`config.mk`:
```
export PLATFORM = sky130hd
export DESIGN_NAME = mem_port_arbiter
export DESIGN_NICKNAME = d
export VERILOG_FILES = /design/src/rtl/mem_port_arbiter.sv
export SDC_FILE = /design/constraint.sdc
export NUM_CORES = 1
export LEC_CHECK = 0
export ABC_AREA = 1
export BUFFER_PORTS_ARGS = -buffer_cell sky130_fd_sc_hd__buf_4
export CAP_MARGIN = 5
export CORE_ASPECT_RATIO = 0.5
export CORE_UTILIZATION = 48
export DETAILED_ROUTE_END_ITERATION = 10
export MAX_ROUTING_LAYER = met4
export PLACE_DENSITY = 0.88
export SLEW_MARGIN = 20
export SYNTH_ARGS = -nofsm -noshare
export SYNTH_HDL_FRONTEND = slang
export SYNTH_SLANG_ARGS = --single-unit
```
`constraint.sdc`:
```
create_clock -name clk -period 3.9 [get_ports clk]
set_clock_uncertainty 0.15 [all_clocks]
set_input_delay 0.195 -clock clk [delete_from_list [all_inputs] [get_ports clk]]
set_output_delay 0.195 -clock clk [all_outputs]
set_load 0.005 [all_outputs]
```
`src/rtl/mem_port_arbiter.sv`:
```
// rtl/mem_port_arbiter.sv - single-port memory arbiter between fetch (I) and data (D) stages
//
// Shares one single-ported memory between the fetch stage and the mem/wb data
// stage. The winning request is registered onto the m_* port and held until
// m_ack. Read data then returns to the winner as a one-cycle rvalid pulse. A
// BUSY phase that lasts TIMEOUT cycles without m_ack is aborted, and err pulses
// for one cycle.
//
// Optional feature macro: MEM_PORT_ARB_RR_EN. When it is defined, contested
// grants alternate between I and D. When it is undefined, D always has priority
// over I.
//
// Ports:
//   clk, rst                    clock, asynchronous active-low reset
//   i_req/i_addr                fetch read request (held until i_gnt)
//   i_gnt/i_rvalid/i_rdata      fetch grant, completion pulse, read data
//   d_req/d_we/d_addr/d_wdata   data request (d_we=0 is a load)
//   d_gnt/d_rvalid/d_rdata      data grant, completion pulse, load data
//   m_req/m_we/m_addr/m_wdata   registered memory request (held until m_ack)
//   m_ack/m_rdata               memory completion, read data on the same cycle
//   stall                       a requester is waiting this cycle
//   err                         timeout abort pulse
module mem_port_arbiter #(
  parameter int ADDR_W  = 14,
  parameter int DATA_W  = 32,
  parameter int TIMEOUT = 15,
  parameter int CNT_W   = 4
) (
  input  logic              clk,
  input  logic              rst,
  input  logic              i_req,
  input  logic [ADDR_W-1:0] i_addr,
  output logic              i_gnt,
  output logic              i_rvalid,
  output logic [DATA_W-1:0] i_rdata,
  input  logic              d_req,
  input  logic [3:0]        d_we,
  input  logic [ADDR_W-1:0] d_addr,
  input  logic [DATA_W-1:0] d_wdata,
  output logic              d_gnt,
  output logic              d_rvalid,
  output logic [DATA_W-1:0] d_rdata,
  output logic              m_req,
  output logic [3:0]        m_we,
  output logic [ADDR_W-1:0] m_addr,
  output logic [DATA_W-1:0] m_wdata,
  input  logic              m_ack,
  input  logic [DATA_W-1:0] m_rdata,
  output logic              stall,
  output logic              err
);

  typedef enum logic [1:0] {IDLE, BUSY_I, BUSY_D} state_t;

  // Abort fires in the BUSY cycle whose count reaches TIMEOUT-1, so the
  // transaction gets exactly TIMEOUT BUSY cycles in which m_ack can arrive.
  localparam logic [CNT_W-1:0] CNT_LAST = CNT_W'(TIMEOUT - 1);

  state_t           state, state_nxt;
  logic [CNT_W-1:0] cnt;
  logic             pick_d;
  logic             timeout_hit;

`ifdef MEM_PORT_ARB_RR_EN
  // Last-winner flop: 1 = D won the previous grant. It resets to I, so the
  // first contested pick goes to D.
  logic last_d;

  always_ff @(posedge clk or negedge rst) begin
    if (!rst)       last_d <= 1'b0;
    else if (d_gnt) last_d <= 1'b1;
    else if (i_gnt) last_d <= 1'b0;
  end

  assign pick_d = d_req & (~i_req | ~last_d);
`else
  assign pick_d = d_req;
`endif

  always_ff @(posedge clk or negedge rst) begin
    if (!rst) state <= IDLE;
    else      state <= state_nxt;
  end

  always_comb begin
    state_nxt   = state;
    i_gnt       = 1'b0;
    d_gnt       = 1'b0;
    timeout_hit = 1'b0;
    case (state)
      IDLE: begin
        if (pick_d) begin
          d_gnt     = 1'b1;
          state_nxt = BUSY_D;
        end else if (i_req) begin
          i_gnt     = 1'b1;
          state_nxt = BUSY_I;
        end
      end
      BUSY_I, BUSY_D: begin
        // An m_ack that arrives in the final counted cycle still completes normally.
        if (m_ack) begin
          state_nxt = IDLE;
        end else if (cnt == CNT_LAST) begin
          timeout_hit = 1'b1;
          state_nxt   = IDLE;
        end
      end
      default: state_nxt = IDLE;
    endcase
  end

  assign stall = (i_req & ~i_gnt) | (d_req & ~d_gnt);

  always_ff @(posedge clk or negedge rst) begin
    if (!rst) begin
      m_req    <= 1'b0;
      m_we     <= '0;
      m_addr   <= '0;
      m_wdata  <= '0;
      i_rvalid <= 1'b0;
      d_rvalid <= 1'b0;
      i_rdata  <= '0;
      d_rdata  <= '0;
      err      <= 1'b0;
      cnt      <= '0;
    end else begin
      i_rvalid <= 1'b0;
      d_rvalid <= 1'b0;
      err      <= 1'b0;
      if (state == IDLE) begin
        if (d_gnt) begin
          m_req   <= 1'b1;
          m_we    <= d_we;
          m_addr  <= d_addr;
          m_wdata <= d_wdata;
          cnt     <= '0;
        end else if (i_gnt) begin
          m_req  <= 1'b1;
          m_we   <= '0;
          m_addr <= i_addr;
          cnt    <= '0;
        end
      end else if (m_ack) begin
        m_req <= 1'b0;
        m_we  <= '0;
        if (state == BUSY_D) begin
          d_rvalid <= 1'b1;
          d_rdata  <= m_rdata;
        end else begin
          i_rvalid <= 1'b1;
          i_rdata  <= m_rdata;
        end
      end else if (timeout_hit) begin
        m_req <= 1'b0;
        m_we  <= '0;
        err   <= 1'b1;
      end else begin
        cnt <= cnt + 1'b1;
      end
    end
  end

endmodule
```
==> key figures, run 1 <==
Status
  – Run status: finished clean

Final layout
  – Area added between synthesis and finish: 64.9%
  – Final net count: 958
  – Most frequent cells in the layout: 225 x sky130_fd_sc_hd__buf_4, 200 x sky130_fd_sc_hd__nand2_1, 124 x sky130_fd_sc_hd__dfrtp_1, 97 x sky130_fd_sc_hd__dlygate4sd3_1, 66 x sky130_fd_sc_hd__o21ai_1
  – Share of cells above drive strength 1: between 30% and 40%
  – Number of fillers in the final layout: a little over 500
  – Most frequent standard cell in the layout excluding fill and tap cells: sky130_fd_sc_hd__buf_4

Power and ir drop
  – Clock share of power: 25.9%
  – Reported net switching power: 2.16 mW
  – Gate power share: about two fifths
  – Reg power frac: 36.0%
  – Total power draw: 6.30 mW
  – Share of total power consumed by net switching: 34.3%
  – IR drop worst, VDD: 444 uV
  – P_int: between 4 and 5 mW
  – Static leakage: ~4.4 nW
  – Power per unit of standard cell area: approximately 760 nW/um^2

Worst setup path
  – Worst Path Max Fanout: 39
  – Startpoint class of the critical path: flop
  – Data arrival time of the critical path: 3.66 ns
  – Worst Path Required: 4.09 ns
  – Worst-case register-to-register setup slack: between 0.4 and 0.5 ns
  – Element type at the critical path end: flop
  – Worst setup path category: reg2reg

Floorplan
  – Width of the chip: 146 um
  – Die Height: ~74 um
  – Starting utilization of the core area: slightly above 50%
  – Total number of placement rows: 25
  – Full die area: 10,800 um^2
  – I/O Pins: 222
  – Area of the core region: 9760 um^2

Global routing
  – First-pass GRT wire length: approximately 27,000 um
  – Grt ovf: 0
  – Vias in the first global route: between 5k and 6k
  – Maximum number of pins on one net before global-route repair: 66
  – Initial antenna violation count: 1
  – GR Util All Layers: about a third

Synthesis
  – Flip-flop and latch count after synthesis: 124
  – Library cell occupying the most area in the post-synthesis netlist: sky130_fd_sc_hd__dfrtp_1
  – Sequential fraction of the synthesis area: roughly 62%
  – Share of the synthesized area in the top cell type: 62.1%
  – Mean area per synthesized cell: 9.29 um^2
  – Net Count, Synth: 643
  – Yosys cell types: 22
  – Leading cell types by total area after synthesis: sky130_fd_sc_hd__dfrtp_1 62%, sky130_fd_sc_hd__nand2_1 15%, sky130_fd_sc_hd__o21ai_1 6.6%
  – Yosys Warn Count: 0
  – Cell Area, Synth: between 4000 and 5000 um^2
  – Cells after synthesis: 538

Clock network
  – Htree depth: 4
  – Clock Root Buffer: sky130_fd_sc_hd__clkbuf_16
  – Clock tree from TritonCTS: done
  – Number of gates resized after cts: 0
  – Clock-pin slew on the worst setup and hold paths: around 0.060 ns
  – Clock buffer depth: 2
  – CTS sink count: 124
  – Clock latency at the later pin of the worst-skew pair: around 0.4 ns
  – Inserted Clock Buffers: 17

Place
  – Final weighted congestion of routability-driven global placement: 0.809
  – Count of input and output buffers: 221
  – Placed wire-length estimate: 9030 um
  – Pre-CTS worst setup slack: 1.23 ns

Routing
  – Routed wire length: 17,200 um
  – Remaining design rule violation count: 0
  – Detailed Routing Iterations Pass 1: 5
  – DRT iter0 DRCs: 361
  – Via-per-instance ratio: 5.16
  – Via Count: 5,185
  – WL/cell: 17.1 um
  – Antenna-violating nets left: 0

STA
  – Unrepaired setup endpoints after global routing: false
  – Count of final hold-check violations: 0
  – Post-route setup TNS: 0 ns
  – Fin crit period: approximately 3.5 ns
  – Final count of negative-setup-slack endpoints: 0
  – Max transition margin: 54.2%
  – Period utilization: 88.9%
  – Fmax: between 200 and 300 MHz
  – Setup slack of the critical path after layout: 0.432 ns
  – Final slew viol count: 0
  – Measured slew at the worst slew-check pin: 0.687 ns

Worst hold path
  – Path category of the worst min-delay check: in2reg

Flow run
  – Count of maximum capacitance violations: 0
power by group through the flow:
stage / sequential (mW) / combinational [mW] / clock (mW)
floorplan: 2.23 / 0.916 / 0
finish: 2.26 / 2.40 / 1.63
CTS: 2.23 / 2.30 / 1.62
global route: 2.32 / 2.60 / 1.70
global placement: 2.21 / 2.02 / 0
detailed placement: 2.23 / 2.09 / 0
sequential cells by signal, indices dropped and copies added, names as in the netlist:
| name | count |
|---|---|
| err | 1 |
| m_addr | 14 |
| cnt | 4 |
| m_we | 4 |
| i_rdata | 32 |
| d_rvalid | 1 |
| m_wdata | 32 |
| state | 2 |
| m_req | 1 |
| i_rvalid | 1 |
| d_rdata | 32 |
area by class of cell:
cell class	count	area, um^2	share of cell area (%)
sequential	124	3100	37.6
timing repair buffer	322	2660	32.3
multi-input combinational	339	1500	18.2
clock buffer	19	443	5.37
inverter	49	191	2.32
tap	135	169	2.05
clock inverter	13	166	2.02
antenna	3	7.51	0.0911
through the flow:
stage | util, % | instances | cell area, um^2 | hold slack [ns]
after global placement | 68.1 | 872 | 6650 | 0.128
after detailed placement | 68.1 | 872 | 6650 | 0.138
after floorplan | - | 538 | 5000 | -0.251
final | 84.4 | 1004 | 8240 | 0.0782
after CTS | 84.3 | 1001 | 8230 | 0.0124
after global routing | 84.4 | 1002 | 8240 | 0.0683
cells in the mapped netlist (all sizes together):
| cell | number |
|---|---|
| nand2 | 203 |
| dfrtp | 124 |
| o21ai | 96 |
| inv | 49 |
| buf | 21 |
| nor2 | 21 |
| nand4 | 8 |
| clkbuf | 5 |
| ha | 4 |
| nand3 | 4 |
| a21oi | 2 |
| xor2 | 1 |
cell families (layout without fill, tap and decap cells):
logic type               count (synthesis)  after routing  synth area share (%)
XOR/XNOR                                 1              1                 0.175
buffers and inverters                   75            403                  8.01
AO/OA/AOI/OAI                           98             98                  9.81
flip-flops                             124            124                  62.1
AND/OR/NAND/NOR                        236            236                  18.9
adder cells (fa/ha/maj)                  4              4                  1.00
other                                    0              3                     0
layer usage:
metal | vias to the layer above | global-route usage, % | part of all wire, %
li1 | 2326 | - | -
met3 | 77 | 7.30 | 6.0
met1 | 2501 | 37.3 | 38
met5 | - | - | 0
met4 | 0 | 20.1 | 4.7
met2 | 281 | 58.0 | 51
final timing paths:
kind | from | end | cells after the start
setup reg to reg | state[0] | m_addr[5] | 8
max in group asynchronous | rst | cnt[3] | 3
min in group asynchronous | rst | m_addr[8] | 2
hold / removal | m_ack | cnt[0] | 4
setup / recovery | state[0] | m_addr[5] | 8
hold reg to reg | d_rdata[0] | d_rdata[0] | 2
repair_timing:
item,4_1_cts,5_1_grt
buffers inserted,0,0
endpoints found under the hold margin,167,0
hold buffers,97,0
endpoints found under the setup margin,0,0
worst max-delay path, stage by stage, from the launching register on:
cell and delay (ns):
sky130_fd_sc_hd__dfrtp_1 0.38, sky130_fd_sc_hd__inv_1 0.10, sky130_fd_sc_hd__ha_1 0.42, sky130_fd_sc_hd__nand2_2 0.49, sky130_fd_sc_hd__inv_2 0.69, sky130_fd_sc_hd__buf_4 0.32, sky130_fd_sc_hd__nor2_1 0.10, sky130_fd_sc_hd__o21ai_1 0.16
sky130_fd_sc_hd__dlygate4sd3_1 0.58
No activity file was read; power rests on OpenSTA's default activity.
==> inputs of run 2 (changes only) <==
Settings changed: CTS_CLUSTER_DIAMETER set to 80.
Clock period 3.9 ns to 4 ns, I/O delays scaled along.
==> run 2 against run 1 <==
Cell count fell by 0.40%. Critical path type unchanged. Design area rose by 0.12%. Die area did not move. Core utilization rose by 0.10 points. Critical path depth fell by 1. Non-clock buffer count fell by 1. Via count rose by 0.69%. Register-to-register slack improved by 0.12 ns.
==> key figures, run 2 (synthesis gave the netlist of run 1 again) <==
Routing
  – Remaining design rule violation count: 0
  – Detailed Routing Iterations Pass 1: 7
  – DRT iter0 DRCs: 321
  – WL/cell: around 17 um
  – Antenna-violating nets left: 0
  – Via-per-instance ratio: 5.22
  – Via Count: 5,221
  – Routed wire length: 17,200 um

Global routing
  – Maximum number of pins on one net before global-route repair: 66
  – Initial antenna violation count: 0
  – Vias in the first global route: between 5k and 6k
  – First-pass GRT wire length: 26,900 um
  – GR Util All Layers: about a third
  – Grt ovf: 0

Floorplan
  – Total number of placement rows: 25
  – Starting utilization of the core area: between 50% and 60%
  – Area of the core region: 9760 um^2
  – Die Height: 74.2 um
  – I/O Pins: approximately 220
  – Width of the chip: 146 um
  – Full die area: 10,800 um^2

Worst hold path
  – Hold-critical path endpoint: cnt[0]
  – Path category of the worst min-delay check: in2reg
  – Startpoint of the worst hold path: m_ack
  – WHS Path Cells: 4

Flow run
  – Count of maximum capacitance violations: 0

Final layout
  – Area added between synthesis and finish: 65.1%
  – Design area: between 8000 and 9000 um^2
  – Most frequent cells in the layout: 224 x sky130_fd_sc_hd__buf_4, 200 x sky130_fd_sc_hd__nand2_1, 124 x sky130_fd_sc_hd__dfrtp_1, 97 x sky130_fd_sc_hd__dlygate4sd3_1, 66 x sky130_fd_sc_hd__o21ai_1
  – Final net count: 957
  – Share of cells above drive strength 1: 30.6%
  – Top flop regs: d_rdata x32, i_rdata x32, m_wdata x32
  – Most frequent standard cell in the layout excluding fill and tap cells: sky130_fd_sc_hd__buf_4
  – # diodes: 0

Clock network
  – Clock latency at the later pin of the worst-skew pair: 0.40 ns
  – CTS sink count: 124
  – Number of gates resized after cts: 0
  – Htree depth: 4
  – Clock tree from TritonCTS: done
  – Clock-pin slew on the worst setup and hold paths: 0.06 ns
  – Clock buffer depth: 2
  – Count of hold buffers inserted by post-cts repair: 97
  – Clock Root Buffer: sky130_fd_sc_hd__clkbuf_16
  – Buffer count from post-CTS setup fixing: 0
  – Inserted Clock Buffers: 17

Worst setup path
  – Number of buffer and inverter instances along the worst setup path: 3
  – Worst-case register-to-register setup slack: 0.55 ns
  – Data arrival time of the critical path: 3.64 ns
  – Worst R2R Start: state[1]
  – Cell Chain, Critical Path: inv_1, ha_1, nand2_2, inv_2, nor2_1, o21ai_1, dlygate4sd3_1
  – Logic depth of the worst register-to-register path: 7
  – Worst Path Max Fanout: 51
  – Worst Path Required: 4.19 ns
  – Startpoint class of the critical path: flop
  – Reg-to-reg endpoint: m_addr[6]
  – Worst path depth: 7
  – Worst setup path category: reg2reg
  – Element type at the critical path end: flop
  – Critical Path Max Stage Delay: 0.82 ns
  – Cell class contributing the biggest share of worst-path delay: buffers and inverters
  – Cell with the biggest individual delay on the critical path: sky130_fd_sc_hd__inv_2

Place
  – Final weighted congestion of routability-driven global placement: 0.811
  – Placed wire-length estimate: approximately 9000 um
  – Count of input and output buffers: 221
  – Area after DPL: ~6600 um^2

Power and ir drop
  – Static leakage: 4.44 nW
  – Power per unit of standard cell area: 752 nW/um^2
  – IR drop worst, VDD: 404 uV
  – Total power draw: 6.21 mW

STA
  – Worst Hold Slack: 0.0687 ns
  – Count of final hold-check violations: 0
  – Unrepaired setup endpoints after global routing: false
  – Final count of negative-setup-slack endpoints: 0
  – Fin crit period: 3.45 ns
  – Period utilization: 86.3%
  – Fmax: 290 MHz
  – Measured slew at the worst slew-check pin: 0.883 ns
  – Post-route setup TNS: 0 ns
  – Final slew viol count: 0
  – Max transition margin: around 41%

Status
  – Run status: finished clean
run 2: power by group:
| group | internal (mW) | switching, mW | leakage (nW) |
|---|---|---|---|
| clock | 1.09 | 0.565 | 0.309 |
| combinational | 1.21 | 1.14 | 2.57 |
| sequential | 1.83 | 0.376 | 1.55 |
| total | 4.13 | 2.08 | 4.44 |
run 2: per-stage QoR:
stage | util [%] | setup slack (ns) | instances
after floorplan | - | 2.47 | 538
after global placement | 68.1 | 1.40 | 871
after detailed placement | 68.1 | 1.31 | 871
after CTS | 84.5 | 0.795 | 1000
after global routing | 84.6 | 0.397 | 1000
final | 84.6 | 0.549 | 1000
run 2: worst max-delay path by stage:
| stage | startpoint | end | slack [ns] |
|---|---|---|---|
| finish | state[1] | m_addr[6] | 0.55 |
| global route | state[1] | m_addr[6] | 0.40 |
| CTS | state[0] | m_addr[4] | 0.80 |
| detailed placement | state[0] | d_gnt | 1.31 |
| global placement | state[0] | d_gnt | 1.40 |
| floorplan | state[0] | d_rdata[0] | 2.47 |
run 2: cell type report:
cell class | count | area (um^2)
well taps | 135 | 169
clock inverters | 11 | 164
flip-flops and latches | 124 | 3100
clock buffers | 21 | 470
repair buffers | 321 | 2650
fillers | 525 | 1510
multi-input cells | 339 | 1500
inverters | 49 | 191
run 2: per-layer routing:
layer | track usage [%] | share of wire [%] | wire length (um) | up-vias
li1 | - | - | - | 2313
met1 | 36.4 | 38 | 6530 | 2511
met2 | 58.5 | 51 | 8850 | 299
met3 | 6.93 | 5.9 | 1020 | 98
met4 | 19.9 | 5.0 | 858 | 0
met5 | - | 0 | 0 | -
run 2: tightest hold or removal path, cell delays in order:
cell                      delay (ns)
sky130_fd_sc_hd__buf_4          0.12
sky130_fd_sc_hd__inv_1          0.10
sky130_fd_sc_hd__nand4_1        0.10
sky130_fd_sc_hd__nand2_1        0.05
